[src/rtl/hex_display_mux_if.sv]
// hex_display_mux_if: display data, controls and multiplexed segment/grid outputs
interface hex_display_mux_if #(
    parameter int NUM_DIGITS = 4,
    parameter int BRIGHT_W   = 3
);
    logic [4*NUM_DIGITS-1:0] in;
    logic [NUM_DIGITS-1:0]   dp;
    logic                    load;
    logic                    lz_blank;
    logic [NUM_DIGITS-1:0]   blink_mask;
    logic [BRIGHT_W-1:0]     brightness;
    logic [7:0]              hex_seg;
    logic [NUM_DIGITS-1:0]   hex_grid;
    logic                    frame_done;

    modport master (
        output in, dp, load, lz_blank, blink_mask, brightness,
        input  hex_seg, hex_grid, frame_done
    );

    modport slave (
        input  in, dp, load, lz_blank, blink_mask, brightness,
        output hex_seg, hex_grid, frame_done
    );
endinterface

[src/rtl/hex_display_mux.sv]
// hex_display_mux: multiplexed 7-segment driver with tear-free load, blanking, blink and PWM
module hex_display_mux #(
    parameter int NUM_DIGITS   = 4,
    parameter int SLOT_LOG2    = 16,
    parameter int BRIGHT_W     = 3,
    parameter int BLINK_FRAMES = 64
) (
    input logic             clk,
    input logic             reset_n,
    hex_display_mux_if.slave bus
);
    localparam int IDX_W = NUM_DIGITS > 1 ? $clog2(NUM_DIGITS) : 1;
    localparam int BLK_W = BLINK_FRAMES > 1 ? $clog2(BLINK_FRAMES) : 1;
    localparam logic [7:0] FONT [16] = '{
        8'hC0, 8'hF9, 8'hA4, 8'hB0, 8'h99, 8'h92, 8'h82, 8'hF8,
        8'h80, 8'h90, 8'h88, 8'h83, 8'hC6, 8'hA1, 8'h86, 8'h8E
    };

    logic [SLOT_LOG2-1:0]    slot;
    logic [IDX_W-1:0]        idx;
    logic [BLK_W-1:0]        blink_cnt;
    logic                    blink_phase;
    logic [4*NUM_DIGITS-1:0] act_in, pend_in;
    logic [NUM_DIGITS-1:0]   act_dp, pend_dp;
    logic                    pend_valid;
    logic                    slot_wrap, frame_end, grid_en, seen;
    logic [NUM_DIGITS-1:0]   blank;
    logic [BRIGHT_W-1:0]     phase;
    logic [3:0]              nib;
    logic [7:0]              seg_next;
    logic [NUM_DIGITS-1:0]   grid_next;

    assign slot_wrap = &slot;
    assign frame_end = slot_wrap && idx == IDX_W'(NUM_DIGITS - 1);

    // Scan timing: slot counter, digit index and blink phase
    always_ff @(posedge clk) begin
        if (!reset_n) begin
            slot        <= '0;
            idx         <= '0;
            blink_cnt   <= '0;
            blink_phase <= 1'b0;
        end else begin
            slot <= slot + 1'b1;
            if (slot_wrap)
                idx <= frame_end ? '0 : idx + 1'b1;
            if (frame_end) begin
                blink_cnt <= blink_cnt == BLK_W'(BLINK_FRAMES - 1) ? '0 : blink_cnt + 1'b1;
                if (blink_cnt == BLK_W'(BLINK_FRAMES - 1))
                    blink_phase <= ~blink_phase;
            end
        end
    end

    // Double buffer: loads park in pending and reach active only at a frame boundary
    always_ff @(posedge clk) begin
        if (!reset_n) begin
            act_in     <= '0;
            act_dp     <= '0;
            pend_in    <= '0;
            pend_dp    <= '0;
            pend_valid <= 1'b0;
        end else if (bus.load && frame_end) begin
            act_in     <= bus.in;
            act_dp     <= bus.dp;
            pend_valid <= 1'b0;
        end else if (bus.load) begin
            pend_in    <= bus.in;
            pend_dp    <= bus.dp;
            pend_valid <= 1'b1;
        end else if (frame_end && pend_valid) begin
            act_in     <= pend_in;
            act_dp     <= pend_dp;
            pend_valid <= 1'b0;
        end
    end

    // Leading-zero mask: blank from the top digit until a non-zero nibble or lit dp
    always_comb begin
        seen  = 1'b0;
        blank = '0;
        for (int i = NUM_DIGITS - 1; i >= 0; i--) begin
            seen     = seen | (act_in[4*i +: 4] != 4'd0) | act_dp[i];
            blank[i] = bus.lz_blank & ~seen & (i != 0);
        end
    end

    assign phase     = slot[SLOT_LOG2-1 -: BRIGHT_W];
    assign grid_en   = (&bus.brightness) || (phase < bus.brightness);
    assign nib       = act_in[4*idx +: 4];
    assign seg_next  = blank[idx] ? 8'hFF : (FONT[nib] & ~{act_dp[idx], 7'b0});
    assign grid_next = (grid_en && !(blink_phase && bus.blink_mask[idx])) ?
                       ~(NUM_DIGITS'(1) << idx) : '1;

    // Output register: segments and grid change on the same edge
    always_ff @(posedge clk) begin
        if (!reset_n) begin
            bus.hex_seg    <= 8'hFF;
            bus.hex_grid   <= '1;
            bus.frame_done <= 1'b0;
        end else begin
            bus.hex_seg    <= seg_next;
            bus.hex_grid   <= grid_next;
            bus.frame_done <= frame_end;
        end
    end
endmodule

[src/flat_wrapper.sv]
// flat-port wrapper written by rule: the top's interface ports become plain ports
module hex_display_mux_flat 
#(
    parameter int NUM_DIGITS   = 4,
    parameter int SLOT_LOG2    = 16,
    parameter int BRIGHT_W     = 3,
    parameter int BLINK_FRAMES = 64
)
  (clk, reset_n, bus_in, bus_dp, bus_load, bus_lz_blank, bus_blink_mask, bus_brightness, bus_hex_seg, bus_hex_grid, bus_frame_done);
  hex_display_mux_if #(.NUM_DIGITS(NUM_DIGITS), .BRIGHT_W(BRIGHT_W)) bus_i ();
  input logic clk;
  input logic reset_n;
  input wire logic [$bits(bus_i.in)-1:0] bus_in;
  input wire logic [$bits(bus_i.dp)-1:0] bus_dp;
  input wire logic [$bits(bus_i.load)-1:0] bus_load;
  input wire logic [$bits(bus_i.lz_blank)-1:0] bus_lz_blank;
  input wire logic [$bits(bus_i.blink_mask)-1:0] bus_blink_mask;
  input wire logic [$bits(bus_i.brightness)-1:0] bus_brightness;
  output wire logic [$bits(bus_i.hex_seg)-1:0] bus_hex_seg;
  output wire logic [$bits(bus_i.hex_grid)-1:0] bus_hex_grid;
  output wire logic [$bits(bus_i.frame_done)-1:0] bus_frame_done;
  assign bus_i.in = bus_in;
  assign bus_i.dp = bus_dp;
  assign bus_i.load = bus_load;
  assign bus_i.lz_blank = bus_lz_blank;
  assign bus_i.blink_mask = bus_blink_mask;
  assign bus_i.brightness = bus_brightness;
  assign bus_hex_seg = bus_i.hex_seg;
  assign bus_hex_grid = bus_i.hex_grid;
  assign bus_frame_done = bus_i.frame_done;
  hex_display_mux #(.NUM_DIGITS(NUM_DIGITS), .SLOT_LOG2(SLOT_LOG2), .BRIGHT_W(BRIGHT_W), .BLINK_FRAMES(BLINK_FRAMES)) u_core (.clk(clk), .reset_n(reset_n), .bus(bus_i));
endmodule
[config.mk]
export PLATFORM = sky130hd
export DESIGN_NAME = hex_display_mux_flat
export DESIGN_NICKNAME = d
export VERILOG_FILES = /design/src/rtl/hex_display_mux_if.sv /design/src/rtl/hex_display_mux.sv /design/src/flat_wrapper.sv
export SDC_FILE = /design/constraint.sdc
export NUM_CORES = 1
export LEC_CHECK = 0
export BUFFER_PORTS_ARGS = -buffer_cell sky130_fd_sc_hd__clkbuf_2
export CAP_MARGIN = 5
export CORE_ASPECT_RATIO = 1.4
export CORE_MARGIN = 8
export CORE_UTILIZATION = 52
export CTS_BUF_LIST = sky130_fd_sc_hd__clkbuf_16
export CTS_CLUSTER_DIAMETER = 40
export DETAILED_ROUTE_END_ITERATION = 7
export GPL_TIMING_DRIVEN = 0
export PLACE_DENSITY = 0.77
export SLEW_MARGIN = 20
export SYNTH_ARGS = -nofsm -noshare
export SYNTH_HDL_FRONTEND = slang
export SYNTH_SLANG_ARGS = --single-unit
[constraint.sdc]
create_clock -name clk -period 2 [get_ports clk]
set_input_delay 0.2 -clock clk [delete_from_list [all_inputs] [get_ports clk]]
set_output_delay 0.2 -clock clk [all_outputs]
set_load 0.05 [all_outputs]
======== After elaboration in Yosys (flattened, before gate mapping) ========
Memory sizes are Yosys's and may differ from the RTL's.
Cells that the tools add are included.
word-level totals
  memories ................................ 1
  output and inout bits ................... 13
  bits in registers ....................... 79
  ROM bits ................................ 128
  input bits .............................. 31
cells by class
  bitwise gates (word level) .............. 18
  eq/ne operators ......................... 3
  muxes and demuxes ....................... 18
  order comparisons ....................... 3
  $add $sub $neg .......................... 3
  reduce and logical (&&, ||, !) cells .... 20
  shift operators ......................... 2
memory list
  name              words  bits a word  rd ports  clocked after Yosys merged registers in  wr ports  RTL line               source
  (name not given)  16     8            1         0                                        0         hex_display_mux.sv:91  assign seg_next = blank[idx] ? 8'hFF : (FONT[nib] & ~{act_dp[idx], 7'b0});
operators by type and width
  kind                     count
  $mux W16                 3
  $add A16 B1 Y16 const B  1
  $mux W8                  2
  $reduce_and A16 Y1       1
  $shiftx A16 B5 Y4        1
  $mux W4                  3
  $reduce_bool A4 Y1       3
  $and A8 B8 Y8            1
  $not A8 Y8               1
  $reduce_and A2 Y1        4
  $add A6 B1 Y6 const B    1
  $bmux W1 S2              3
  $eq A6 B6 Y1 const B     1
  $mux W6                  1
  $not A1 Y1               6
  $ge A5 B5 Y1 const B     1
  $logic_and A1 B1 Y1      5
  $mux W1                  5
  $not A4 Y5               1
  $or A1 B1 Y1             5
  $not A4 Y4               1
  $reduce_bool A2 Y1       2
  $reduce_or A2 Y1         2
  $shl A1 B2 Y4 const A    1
  other kinds (10)         12

======== Longest topological paths before layout ========
Gate-level depths: netlist of run 1.
  depth in word-level cells ............... 11
  gate-level depth with buffers ........... 8

======== Worst setup path before layout of run 1 ========
No wires, ideal clock.
  path kind ............................... register to register
  start ................................... register u_core.idx[0]
  end ..................................... register u_core.bus.hex_seg[3]
  path slack .............................. -0.194 ns
  cell stages (with the launch flop) ...... 8
  clock period less this slack ............ 2.194 ns
  buffers on the path ..................... 1
  library setup time ...................... 0.134 ns
  data arrival time ....................... 2.061 ns
  path through ............................ dfxtp_1 -> buf_2 -> mux4_2 -> inv_1 -> ha_1 -> inv_1 -> mux4_2 -> nand2b_1
between the ends
  longest elaborated chain between the ends .. 6
ends and longest elaborated chain
  what                                        RTL line                  source
  from (decl)                                 hex_display_mux.sv:20     logic [IDX_W-1:0] idx;
  from (signal assigned)                      hex_display_mux.sv:46     idx <= frame_end ? '0 : idx + 1'b1;
  $shiftx A16 B5 Y4                           hex_display_mux.sv:90     assign nib = act_in[4*idx +: 4];
  $not A4 Y5 (implied by the code)            hex_display_mux.sv:91
  $mem_v2 Z16 W8                              --
  $mux W8 (implied by the code) (2 in a row)  hex_display_mux.sv:91
  $and A8 B8 Y8                               hex_display_mux.sv:91
  to (signal assigned)                        hex_display_mux.sv:102    bus.hex_seg <= seg_next;
  to (decl)                                   hex_display_mux_if.sv:23  output hex_seg, hex_grid, frame_done
Parallel ways exist; a longest one is shown, timed or not. The select of a mux whose other input is x is not followed.
A chain may end at the register's enable or synchronous reset.

======== Final worst setup path of run 1 ========
Same ends and word-level chain as after synthesis.

==> results of run 1 <==
[per-layer routing]
metal	routed length [um]	up-vias
met5	0	-
met1	3228	1409
met3	428	26
li1	-	1522
met2	4355	94
met4	290	0
[power breakdown]
group | total [mW] | internal, mW | switching, mW
Sequential | 1.63 | 1.61 | 0.0194
Combinational | 0.215 | 0.0764 | 0.139
Clock | 1.83 | 1.21 | 0.614
[placed cells by master, fill, tap and decap left out, drive strengths merged, types with 5 or more instances in the layout]
cell	instances
o221ai	5
mux4	7
a21oi	11
nand2	60
o21ai	47
nor2	25
inv	11
nand3	34
xor2	9
ha	14
xnor2	7
clkbuf	65
buf	23
dfxtp	79
a22oi	20
[critical path, stage by stage, from the launching register on]
cell	delay [ns]
sky130_fd_sc_hd__dfxtp_4	0.36
sky130_fd_sc_hd__buf_8	0.11
sky130_fd_sc_hd__mux4_2	0.56
sky130_fd_sc_hd__inv_2	0.11
sky130_fd_sc_hd__ha_4	0.14
sky130_fd_sc_hd__inv_1	0.03
sky130_fd_sc_hd__mux4_2	0.45
sky130_fd_sc_hd__nand2b_4	0.15
[kinds of logic after synthesis]
kind of cell	count (synthesis)
muxes	8
xor gates and xnor gates	16
and+or+nand+nor	148
buffers and inverters	36
adders and majority gates	14
AOI/OAI and AO/OA	93
DFF	79
[cell type report]
class | instances | area, um^2
Buffer | 25 | 141.4
Clock buffer | 9 | 225.2
Clock inverter | 7 | 112.6
Fill cell | 518 | 2231
Inverter | 11 | 41.29
Multi-Input combinational cell | 279 | 1790
Sequential cell | 79 | 1590
Tap cell | 74 | 92.59
Timing Repair Buffer | 54 | 300.3
[worst paths after layout]
check	depth (start not counted)	end	from
hold / removal	3	u_core.pend_in[6]	bus_in[6]
hold reg to reg	1	u_core.slot[0]	u_core.slot[0]
setup reg to reg	7	u_core.bus.hex_seg[3]	u_core.idx[0]
setup / recovery	7	u_core.bus.hex_seg[3]	u_core.idx[0]
[state kept, by name (all words and copies together) (netlist names), 2 cells and up]
signal,count
u_core.act_dp,4
u_core.act_in,16
u_core.blink_cnt,6
u_core.bus.hex_grid,4
u_core.bus.hex_seg,8
u_core.idx,2
u_core.pend_dp,4
u_core.pend_in,16
u_core.slot,16
[through the flow]
stage | cell area, um^2 | total power, mW | TNS, ns | instances | hold WS [ns]
2_1_floorplan | 3483 | 1.796 | -0.02107 | 394 | 0.3304
3_3_place_gp | 3786 | 1.869 | -0.2301 | 510 | 0.4346
3_5_place_dp | 3786 | 1.874 | -1.017 | 510 | 0.4410
4_1_cts | 4214 | 3.688 | -0.04580 | 533 | 0.1016
5_1_grt | 4294 | 3.772 | -0.08878 | 538 | 0.1255
6_report | 4294 | 3.671 | -0.02638 | 538 | 0.1078
[timing repair]
action / 4_1_cts / 5_1_grt
resized for setup: 13 / 19
hold buffers: 0 / 0
buffers inserted: 7 / 5
endpoints found under the setup margin: 46 / 39
hold endpoints to repair: 0 / 0
gates cloned: 0 / 0
==> impl_metrics.prom, run 1 <==
# TYPE chip_impl_metric gauge
chip_impl_info{name="status",value="finished, violations left"} 1
chip_impl_info{name="violations",value="setup timing"} 1
chip_impl_metric{name="synthAdderAreaFrac",unit="%"} 5.040
chip_impl_metric{name="fin_crit",unit="ns"} 2.026
chip_impl_metric{name="total_nets_final",unit=""} 504
chip_impl_metric{name="clock_skew",unit="ns"} 0.005455
chip_impl_metric{name="routed_via_density",unit=""} 5.671
chip_impl_metric{name="ir_drop",unit="V"} 0.0007348
chip_impl_metric{name="gpl.final_weighted_congestion",unit=""} 0.8890
chip_impl_metric{name="crit_required",unit="ns"} 2.21
chip_impl_metric{name="num_antenna_cells",unit=""} 0
chip_impl_metric{name="synth_sequential_area_ratio",unit="%"} 45.50
chip_impl_metric{name="use_met3",unit="%"} 3.408
chip_impl_metric{name="routed_wire_length_per_instance",unit="um"} 15.43
chip_impl_metric{name="timing.critical_path.arrival",unit="ns"} 2.23
chip_impl_metric{name="synth_nets",unit=""} 439
chip_impl_metric{name="route.final.wire_length",unit="mm"} 8.302
chip_impl_metric{name="drive_above_1_share",unit="%"} 23.28
chip_impl_metric{name="die_area",unit="um^2"} 9593
chip_impl_metric{name="global_route.usage.total",unit="%"} 17.73
chip_impl_metric{name="fin_ws",unit="ns"} -0.02638
chip_impl_metric{name="min_period_over_period",unit="%"} 101.3
chip_impl_metric{name="setup.reg_to_reg.worst_slack",unit="ns"} -0.03
chip_impl_info{name="timing.hold.worst.class",value="input port to flop"} 1
chip_impl_metric{name="grt_first_pass_wirelength",unit="mm"} 13.90
chip_impl_metric{name="grt_max_degree",unit=""} 14
chip_impl_info{name="critPathLaunchType",value="flop"} 1
chip_impl_info{name="yosysMostFrequentCell",value="sky130_fd_sc_hd__dfxtp_1"} 1
chip_impl_info{name="grt_setup_unrepaired",value="yes"} 1
chip_impl_metric{name="achievable-frequency",unit="GHz"} 0.4935
chip_impl_metric{name="drt_iter0_markers",unit=""} 220
chip_impl_metric{name="setup_viol",unit=""} 1
chip_impl_metric{name="count_of_flip_flops_with_a_built_in_enable_after_synthesis",unit=""} 0
chip_impl_metric{name="grtUsageMet1",unit="%"} 18.72
chip_impl_info{name="synth_top_family_by_area",value="simple AND/OR/NAND/NOR gates"} 1
chip_impl_metric{name="post_synthesis_xor_xnor_area_fraction",unit="%"} 4.032
chip_impl_info{name="cell_at_the_root_of_the_clock_tree",value="sky130_fd_sc_hd__clkbuf_16"} 1
chip_impl_metric{name="timing_worst_slew_pin_value",unit="ns"} 0.5817
chip_impl_metric{name="floorplan.rows",unit=""} 35
chip_impl_metric{name="grt_antenna_before_repair",unit=""} 0
chip_impl_metric{name="cts_htree_levels",unit=""} 3
chip_impl_metric{name="io_pins",unit=""} 44
chip_impl_metric{name="synth.ff_latch_count",unit=""} 79
chip_impl_metric{name="die_height",unit="um"} 112.7
chip_impl_info{name="top_reg_cell_synth",value="sky130_fd_sc_hd__dfxtp_1"} 1
chip_impl_metric{name="worst_slack_at_placement",unit="ns"} -0.2032
chip_impl_metric{name="drt_first_pass_iters",unit=""} 4
chip_impl_metric{name="relSlewSlack",unit="%"} 60.92
chip_impl_metric{name="numCtsBuffers",unit=""} 9
chip_impl_metric{name="max-cap-violations",unit=""} 0
chip_impl_metric{name="maximum_fanout_count_along_the_critical_path",unit=""} 5
chip_impl_metric{name="synth_top_area_share",unit="%"} 45.50
chip_impl_metric{name="numPortBuffers",unit=""} 42
chip_impl_metric{name="antenna_left",unit=""} 0
chip_impl_metric{name="worst_setup_hold_path_clk_slew",unit="ns"} 0.06
chip_impl_metric{name="areaGrowthSynthToFinish",unit="%"} 23.54
chip_impl_info{name="synth_commonest_cells",value="sky130_fd_sc_hd__dfxtp_1 (79), sky130_fd_sc_hd__nand2_1 (59), sky130_fd_sc_hd__nand3_1 (34)"} 1
chip_impl_metric{name="pwr_density_cell",unit="nW/um^2"} 854.9
chip_impl_metric{name="drv_slew",unit=""} 0
chip_impl_metric{name="proportion_of_register_bits_with_asynchronous_set_or_reset_after_synthesis",unit="%"} 0
chip_impl_metric{name="fp.coreArea",unit="um^2"} 6525
chip_impl_metric{name="clock_tree.buffer_depth",unit=""} 2
chip_impl_info{name="worstSetupEndpointType",value="flop"} 1
chip_impl_info{name="criticalPathCategory",value="flop to flop"} 1
chip_impl_metric{name="mux_share_of_post_synthesis_cell_area",unit="%"} 4.824
chip_impl_metric{name="dr_total_vias",unit=""} 3051
chip_impl_metric{name="detailed_place_hpwl",unit="mm"} 5.824
chip_impl_metric{name="remaining_drc_errors",unit=""} 0
chip_impl_metric{name="gr-total-overflow",unit=""} 0
chip_impl_metric{name="cts.sinks",unit=""} 79
chip_impl_info{name="tritoncts",value="yes"} 1
chip_impl_metric{name="later_pin_clock_latency_in_the_skew_report",unit="ns"} 0.33
chip_impl_metric{name="leakage",unit="nW"} 1.682
chip_impl_metric{name="synth_cells",unit=""} 394
chip_impl_metric{name="use_met2",unit="%"} 30.86
chip_impl_metric{name="synth_area_per_cell",unit="um^2"} 8.822
chip_impl_metric{name="compound_gate_portion_of_the_synthesized_area",unit="%"} 16.16
chip_impl_metric{name="utilization",unit="%"} 65.81
chip_impl_metric{name="start_util",unit="%"} 53.27
chip_impl_metric{name="hold_viol_final",unit=""} 0
chip_impl_metric{name="cell_area_synth",unit="um^2"} 3476
chip_impl_metric{name="die_w",unit="um"} 85.10
chip_impl_metric{name="synth-simple-area-share",unit="%"} 20.05
chip_impl_info{name="yosys-top-cells-area",value="sky130_fd_sc_hd__dfxtp_1 (46%), sky130_fd_sc_hd__nand2_1 (6.4%), sky130_fd_sc_hd__ha_1 (5.0%), sky130_fd_sc_hd__nand3_1 (4.9%), sky130_fd_sc_hd__mux4_2 (4.5%)"} 1
chip_impl_metric{name="yosysWarnings",unit=""} 0
chip_impl_info{name="synthDominantAreaCellType",value="sky130_fd_sc_hd__dfxtp_1"} 1
chip_impl_info{name="grt-busiest-layer",value="met2"} 1
chip_impl_metric{name="grt_pass1_vias",unit=""} 3111
chip_impl_metric{name="synth_cell_types",unit=""} 43
Note: power is estimated with default switching activity, not from simulation.
==> run 2, diff against run 1 <==
Settings changed: CORE_UTILIZATION 52 to 57, PLACE_DENSITY 0.77 to 0.8.
Clock period 2 ns to 2.3 ns, I/O delays scaled along.
==> run 2 against run 1 <==
  * The run now ends clean
  * Sequential share of layout area up 2.1 points
  * First-iteration DRC count is 8.6% lower
  * Final area decreased by 5.8%
  * Routed wire length fell by 6.3%
  * Sequential cell count stayed put
  * Cell count decreased by 2.8%
  * Utilization grew 3.2 points
  * Critical endpoint unchanged
  * Largest cell class unchanged
  * Largest power group is now registers
==> impl_metrics.prom, run 2 (synthesis results as in run 1) <==
# TYPE chip_impl_metric gauge
chip_impl_metric{name="die_height",unit="um"} 108.4
chip_impl_metric{name="gpl.final_weighted_congestion",unit=""} 0.7993
chip_impl_info{name="cell_at_the_root_of_the_clock_tree",value="sky130_fd_sc_hd__clkbuf_16"} 1
chip_impl_info{name="tritoncts",value="yes"} 1
chip_impl_metric{name="min_period_over_period",unit="%"} 95.25
chip_impl_metric{name="antenna_left",unit=""} 0
chip_impl_metric{name="worst_slack_at_placement",unit="ns"} -0.1032
chip_impl_info{name="mostFrequentLayoutCells",value="sky130_fd_sc_hd__dfxtp_1 (78), sky130_fd_sc_hd__nand2_1 (59), sky130_fd_sc_hd__clkbuf_2 (43)"} 1
chip_impl_metric{name="ir_drop",unit="V"} 0.0004975
chip_impl_info{name="worst_hold_startpoint",value="bus_in[7]"} 1
chip_impl_metric{name="timing_worst_slew_pin_value",unit="ns"} 0.7017
chip_impl_info{name="worstReg2RegStart",value="u_core.idx[0]"} 1
chip_impl_metric{name="fin_hold_ws",unit="ns"} 0.1377
chip_impl_metric{name="num_antenna_cells",unit=""} 0
chip_impl_metric{name="numCtsBuffers",unit=""} 9
chip_impl_info{name="layout_commonest_cell",value="sky130_fd_sc_hd__dfxtp_1"} 1
chip_impl_metric{name="io_pins",unit=""} 44
chip_impl_metric{name="utilization",unit="%"} 68.99
chip_impl_metric{name="pwr_density_cell",unit="nW/um^2"} 697.4
chip_impl_metric{name="r2r.worst_path.cells",unit=""} 7
chip_impl_metric{name="clock_tree.buffer_depth",unit=""} 2
chip_impl_metric{name="ctsHoldBuffers",unit=""} 0
chip_impl_metric{name="cts.sinks",unit=""} 79
chip_impl_metric{name="max-cap-violations",unit=""} 0
chip_impl_metric{name="p_total",unit="mW"} 2.821
chip_impl_metric{name="clock_skew",unit="ns"} 0.003247
chip_impl_metric{name="hold-path-cell-count",unit=""} 3
chip_impl_metric{name="setup.reg_to_reg.worst_slack",unit="ns"} 0.11
chip_impl_metric{name="grt_first_pass_wirelength",unit="mm"} 13.14
chip_impl_metric{name="fin_crit",unit="ns"} 2.191
chip_impl_metric{name="relSlewSlack",unit="%"} 53.00
chip_impl_info{name="rr_endpoint",value="u_core.bus.hex_seg[3]"} 1
chip_impl_metric{name="drive_above_1_share",unit="%"} 16.78
chip_impl_metric{name="setup_viol",unit=""} 0
chip_impl_info{name="registers_with_the_most_flip_flops",value="u_core.act_in: 16 flops, u_core.pend_in: 16 flops, u_core.slot: 16 flops"} 1
chip_impl_metric{name="numPortBuffers",unit=""} 42
chip_impl_info{name="criticalPathCategory",value="flop to flop"} 1
chip_impl_metric{name="later_pin_clock_latency_in_the_skew_report",unit="ns"} 0.33
chip_impl_metric{name="start_util",unit="%"} 59.28
chip_impl_info{name="timing.hold.worst.class",value="input port to flop"} 1
chip_impl_metric{name="fin_ws",unit="ns"} 0.1092
chip_impl_metric{name="post-place-cells",unit=""} 506
chip_impl_metric{name="areaGrowthSynthToFinish",unit="%"} 16.38
chip_impl_metric{name="detailed_place_hpwl",unit="mm"} 5.669
chip_impl_metric{name="use_met2",unit="%"} 32.14
chip_impl_metric{name="routed_wire_length_per_instance",unit="um"} 14.87
chip_impl_metric{name="grtUsageMet1",unit="%"} 20.34
chip_impl_metric{name="remaining_drc_errors",unit=""} 0
chip_impl_metric{name="grt_pass1_vias",unit=""} 2981
chip_impl_metric{name="die_w",unit="um"} 82.00
chip_impl_metric{name="timing.critical_path.arrival",unit="ns"} 2.38
chip_impl_metric{name="grt_max_degree",unit=""} 13
chip_impl_metric{name="cts_htree_levels",unit=""} 3
chip_impl_metric{name="drt_first_pass_iters",unit=""} 4
chip_impl_metric{name="achievable-frequency",unit="GHz"} 0.4565
chip_impl_metric{name="floorplan.rows",unit=""} 33
chip_impl_info{name="status",value="finished, final reports clean"} 1
chip_impl_metric{name="hold_viol_final",unit=""} 0
chip_impl_metric{name="gr-total-overflow",unit=""} 0
chip_impl_metric{name="use_met3",unit="%"} 5.731
chip_impl_info{name="grt_setup_unrepaired",value="no"} 1
chip_impl_metric{name="die_area",unit="um^2"} 8888
chip_impl_metric{name="fp.coreArea",unit="um^2"} 5863
chip_impl_metric{name="maximum_fanout_count_along_the_critical_path",unit=""} 10
chip_impl_metric{name="total_nets_final",unit=""} 493
chip_impl_info{name="grt-busiest-layer",value="met2"} 1
chip_impl_metric{name="drt_iter0_markers",unit=""} 201
chip_impl_metric{name="grt_antenna_before_repair",unit=""} 0
chip_impl_info{name="critPathLaunchType",value="flop"} 1
chip_impl_metric{name="final_cells",unit=""} 523
chip_impl_metric{name="global_route.usage.total",unit="%"} 18.60
chip_impl_metric{name="leakage",unit="nW"} 1.555
chip_impl_metric{name="drv_slew",unit=""} 0
chip_impl_info{name="worst_setup_path_startpoint",value="u_core.idx[0]"} 1
chip_impl_metric{name="dr_total_vias",unit=""} 2973
chip_impl_metric{name="worst_setup_hold_path_clk_slew",unit="ns"} 0.06
chip_impl_info{name="worstSetupEndpointType",value="flop"} 1
chip_impl_info{name="min_delay_worst_endpoint",value="u_core.pend_in[7]"} 1
chip_impl_metric{name="crit_required",unit="ns"} 2.49
chip_impl_metric{name="route.final.wire_length",unit="mm"} 7.777
chip_impl_metric{name="routed_via_density",unit=""} 5.685
[run 2: cell types whose count changed in the layout (fill, tap and decap cells not counted), sizes merged]
cell,delta
buf,-12
bufinv,-3
clkbuf,+1
clkinv,+4
inv,-1
[run 2: worst max-delay path by stage]
stage | to | slack, ns | depth (start not counted)
3_3_place_gp | u_core.bus.hex_seg[3] | -0.08 | 7
4_1_cts | u_core.bus.hex_seg[3] | 0.006 | 7
5_1_grt | u_core.pend_in[13] | 0.007 | 7
2_1_floorplan | u_core.bus.hex_seg[3] | 0.11 | 7
6_report | u_core.bus.hex_seg[3] | 0.11 | 7
3_5_place_dp | u_core.bus.hex_seg[3] | -0.10 | 7
[run 2: report_power, final]
part           total [mW]  internal, mW  switching, mW  leakage, nW
Combinational       0.184        0.0640          0.120        0.781
Sequential           1.42          1.40         0.0166        0.644
Clock                1.22         0.708          0.510        0.129
[run 2: through the flow]
stage / TNS, ns / area, um^2
after detailed placement: -0.1032 / 3774
after global routing: 0 / 4045
after floorplan: 0 / 3476
after CTS: 0 / 4035
final: 0 / 4045
after global placement: -0.07621 / 3774
[run 2: routing by layer]
layer,routed length (um),share of wire (%)
met3,387,5.0
met5,0,0
met1,3135,40
met2,4035,52
met4,217,2.8
[run 2: final cells by class]
class                   count  area, um^2
flip-flops and latches     79        1583
fillers                   468        1818
well taps                  70       87.58
multi-input cells         279        1742
clock buffers               9       225.2
repair buffers             43       217.7
plain buffers              25       118.9
inverters                  11       41.29
clock inverters             7       30.03
[run 2: timing repair]
action / in CTS / in global routing
buffers inserted: 0 / 1
endpoints found under the setup margin: 1 / 1
resized for setup: 2 / 4
[run 2: worst max-delay path, cell delays in order, from the launching register on]
cell	delay [ns]
sky130_fd_sc_hd__dfxtp_2	0.38
sky130_fd_sc_hd__buf_6	0.18
sky130_fd_sc_hd__mux4_2	0.57
sky130_fd_sc_hd__inv_1	0.15
sky130_fd_sc_hd__ha_1	0.16
sky130_fd_sc_hd__inv_1	0.04
sky130_fd_sc_hd__mux4_2	0.43
sky130_fd_sc_hd__nand2b_1	0.14
==> run 3, diff against run 2 <==
Settings changed: MAX_ROUTING_LAYER set to met4.
==> run 3 against run 2 <==
  * Routed wire length barely moved
  * Critical path depth did not move
  * Register-to-register slack barely moved
  * First-iteration DRC count did not move
  * Highest routed layer unchanged
  * Cell count did not move
  * Clock power barely moved
  * Non-clock buffer count did not move
  * Utilization did not move
  * Sequential power barely moved
  * Total power barely moved
==> impl_metrics.prom, run 3 (synthesis results as in run 1) <==
# TYPE chip_impl_metric gauge
chip_impl_info{name="status",value="finished, final reports clean"} 1
chip_impl_metric{name="path_depth",unit=""} 7
chip_impl_info{name="grt-busiest-layer",value="met2"} 1
chip_impl_metric{name="achievable-frequency",unit="GHz"} 0.4569
chip_impl_metric{name="r2r.worst_path.cells",unit=""} 7
chip_impl_metric{name="setup_viol",unit=""} 0
chip_impl_metric{name="die_w",unit="um"} 82.00
chip_impl_metric{name="path_buf_inv",unit=""} 3
chip_impl_metric{name="total_nets_final",unit=""} 493
chip_impl_metric{name="areaGrowthSynthToFinish",unit="%"} 16.38
chip_impl_metric{name="global_route.usage.total",unit="%"} 19.15
chip_impl_info{name="criticalPathCategory",value="flop to flop"} 1
chip_impl_metric{name="switching_power",unit="mW"} 0.6442
chip_impl_info{name="mostFrequentLayoutCells",value="sky130_fd_sc_hd__dfxtp_1 (78), sky130_fd_sc_hd__nand2_1 (59), sky130_fd_sc_hd__clkbuf_2 (43)"} 1
chip_impl_info{name="grt_setup_unrepaired",value="no"} 1
chip_impl_metric{name="clockPowerShare",unit="%"} 43.1
chip_impl_metric{name="power.sequential.fraction",unit="%"} 50.3
chip_impl_metric{name="die_area",unit="um^2"} 8888
chip_impl_metric{name="num_antenna_cells",unit=""} 0
chip_impl_metric{name="leakage",unit="nW"} 1.555
chip_impl_info{name="layout_commonest_cell",value="sky130_fd_sc_hd__dfxtp_1"} 1
chip_impl_info{name="registers_with_the_most_flip_flops",value="u_core.act_in: 16 flops, u_core.pend_in: 16 flops, u_core.slot: 16 flops"} 1
chip_impl_metric{name="comb_power_share",unit="%"} 6.5
chip_impl_metric{name="relSlewSlack",unit="%"} 55.02
chip_impl_info{name="timing.hold.worst.class",value="input port to flop"} 1
chip_impl_info{name="critical_path.cell_chain",value="buf_6 > mux4_2 > inv_1 > ha_1 > inv_1 > mux4_2 > nand2b_1"} 1
chip_impl_metric{name="grt_first_pass_wirelength",unit="mm"} 13.14
chip_impl_metric{name="gr-total-overflow",unit=""} 0
chip_impl_metric{name="drt_first_pass_iters",unit=""} 5
chip_impl_metric{name="dr_total_vias",unit=""} 2988
chip_impl_metric{name="post-place-cells",unit=""} 506
chip_impl_metric{name="min_period_over_period",unit="%"} 95.15
chip_impl_metric{name="crit_path_max_incr_delay",unit="ns"} 0.57
chip_impl_metric{name="grt_max_degree",unit=""} 13
chip_impl_metric{name="cts.sinks",unit=""} 79
chip_impl_metric{name="ir_drop",unit="V"} 0.0004980
chip_impl_metric{name="final_cells",unit=""} 523
chip_impl_metric{name="remaining_drc_errors",unit=""} 0
chip_impl_metric{name="hold-path-cell-count",unit=""} 3
chip_impl_metric{name="route.final.wire_length",unit="mm"} 7.782
chip_impl_metric{name="swShare",unit="%"} 22.85
chip_impl_metric{name="start_util",unit="%"} 59.28
chip_impl_metric{name="fp.coreArea",unit="um^2"} 5863
chip_impl_metric{name="later_pin_clock_latency_in_the_skew_report",unit="ns"} 0.33
chip_impl_info{name="cell_at_the_root_of_the_clock_tree",value="sky130_fd_sc_hd__clkbuf_16"} 1
chip_impl_metric{name="routed_wire_length_per_instance",unit="um"} 14.88
chip_impl_metric{name="crit_required",unit="ns"} 2.49
chip_impl_metric{name="drv_slew",unit=""} 0
chip_impl_metric{name="numPortBuffers",unit=""} 42
chip_impl_info{name="tritoncts",value="yes"} 1
chip_impl_metric{name="die_height",unit="um"} 108.4
chip_impl_metric{name="numCtsBuffers",unit=""} 9
chip_impl_metric{name="power_report.internal_total",unit="mW"} 2.174
chip_impl_metric{name="io_pins",unit=""} 44
chip_impl_metric{name="clock_tree.buffer_depth",unit=""} 2
chip_impl_metric{name="use_met2",unit="%"} 32.20
chip_impl_metric{name="pwr_density_cell",unit="nW/um^2"} 696.8
chip_impl_info{name="crit_family",value="multiplexers"} 1
chip_impl_metric{name="antenna_left",unit=""} 0
chip_impl_metric{name="routed_via_density",unit=""} 5.713
chip_impl_metric{name="drt_iter0_markers",unit=""} 201
chip_impl_metric{name="use_met3",unit="%"} 5.399
chip_impl_metric{name="ctsHoldBuffers",unit=""} 0
chip_impl_metric{name="floorplan.rows",unit=""} 33
chip_impl_metric{name="cts_htree_levels",unit=""} 3
chip_impl_metric{name="timing.critical_path.arrival",unit="ns"} 2.38
chip_impl_metric{name="hold_viol_final",unit=""} 0
chip_impl_metric{name="grtUsageMet1",unit="%"} 20.49
chip_impl_metric{name="grt_antenna_before_repair",unit=""} 0
chip_impl_metric{name="clock_skew",unit="ns"} 0.002780
chip_impl_metric{name="fin_hold_ws",unit="ns"} 0.1387
chip_impl_metric{name="grt_pass1_vias",unit=""} 2971
chip_impl_metric{name="fin_crit",unit="ns"} 2.188
chip_impl_metric{name="p_total",unit="mW"} 2.819
chip_impl_info{name="critPathLaunchType",value="flop"} 1
chip_impl_metric{name="max-cap-violations",unit=""} 0
chip_impl_metric{name="drive_above_1_share",unit="%"} 16.78
chip_impl_metric{name="detailed_place_hpwl",unit="mm"} 5.669
chip_impl_metric{name="timing_worst_slew_pin_value",unit="ns"} 0.6716
chip_impl_metric{name="maximum_fanout_count_along_the_critical_path",unit=""} 10
chip_impl_info{name="worstSetupEndpointType",value="flop"} 1
chip_impl_info{name="timing.critical_path.slowest_stage_cell",value="sky130_fd_sc_hd__mux4_2"} 1
chip_impl_metric{name="worst_setup_hold_path_clk_slew",unit="ns"} 0.06
chip_impl_metric{name="gpl.final_weighted_congestion",unit=""} 0.8108
-- run 3: cell counts in the layout (fill, tap and decap cells not counted) --
No cell type changed its count.
-- run 3: worst paths after layout --
| path | start | endpoint | slack (ns) |
|---|---|---|---|
| worst max-delay path | u_core.idx[0] | u_core.bus.hex_seg[3] | 0.11 |
| worst min register to register | u_core.pend_in[4] | u_core.pend_in[4] | 0.45 |
| worst min-delay path | bus_in[7] | u_core.pend_in[7] | 0.14 |
| worst max register to register | u_core.idx[0] | u_core.bus.hex_seg[3] | 0.11 |
-- run 3: layout make-up --
class / count / area, um^2
buffer: 25 / 118.9
clock buffer: 9 / 225.2
clock inverter: 7 / 30.03
fill: 468 / 1818
inverter: 11 / 41.29
multi-input combinational: 279 / 1742
sequential: 79 / 1583
tap: 70 / 87.58
timing repair buffer: 43 / 217.7
-- run 3: per-layer routing --
layer / up-vias / part of all wire (%)
li1: 1501 / -
met1: 1387 / 40
met2: 86 / 52
met3: 14 / 5.5
met4: 0 / 2.3
met5: - / 0
-- run 3: repair_timing --
item,4_1_cts,5_1_grt
gates resized for setup,2,4
buffers inserted,0,1
pin swaps,0,0
setup endpoints to repair,1,1
-- run 3: stage by stage --
step,worst slack (ns),instance area [um^2],TNS [ns],util [%]
floorplan,0.1057,3476,0,-
global route,0.006738,4045,0,68.99
CTS,0.006397,4035,0,68.82
finish,0.1116,4045,0,68.99
detailed placement,-0.1032,3774,-0.1032,64.36
global placement,-0.07621,3774,-0.07621,64.36
-- run 3: power groups by stage --
stage                     Combinational (mW)  Clock [mW]  Sequential (mW)
final                                  0.184        1.22             1.42
after global routing                   0.205        1.29             1.42
after CTS                              0.184        1.23             1.42
after detailed placement               0.182           0             1.45
after global placement                 0.178           0             1.45
after floorplan                       0.0916           0             1.47
-- run 3: worst register-to-register path: cells and delay by family, from the launching register on --
| family | cells | cell delay (ns) |
|---|---|---|
| buf+inv | 3 | 0.37 |
| mux | 2 | 1.01 |
| simple gates | 1 | 0.14 |
| flops | 1 | 0.38 |
| fa+ha+maj | 1 | 0.16 |
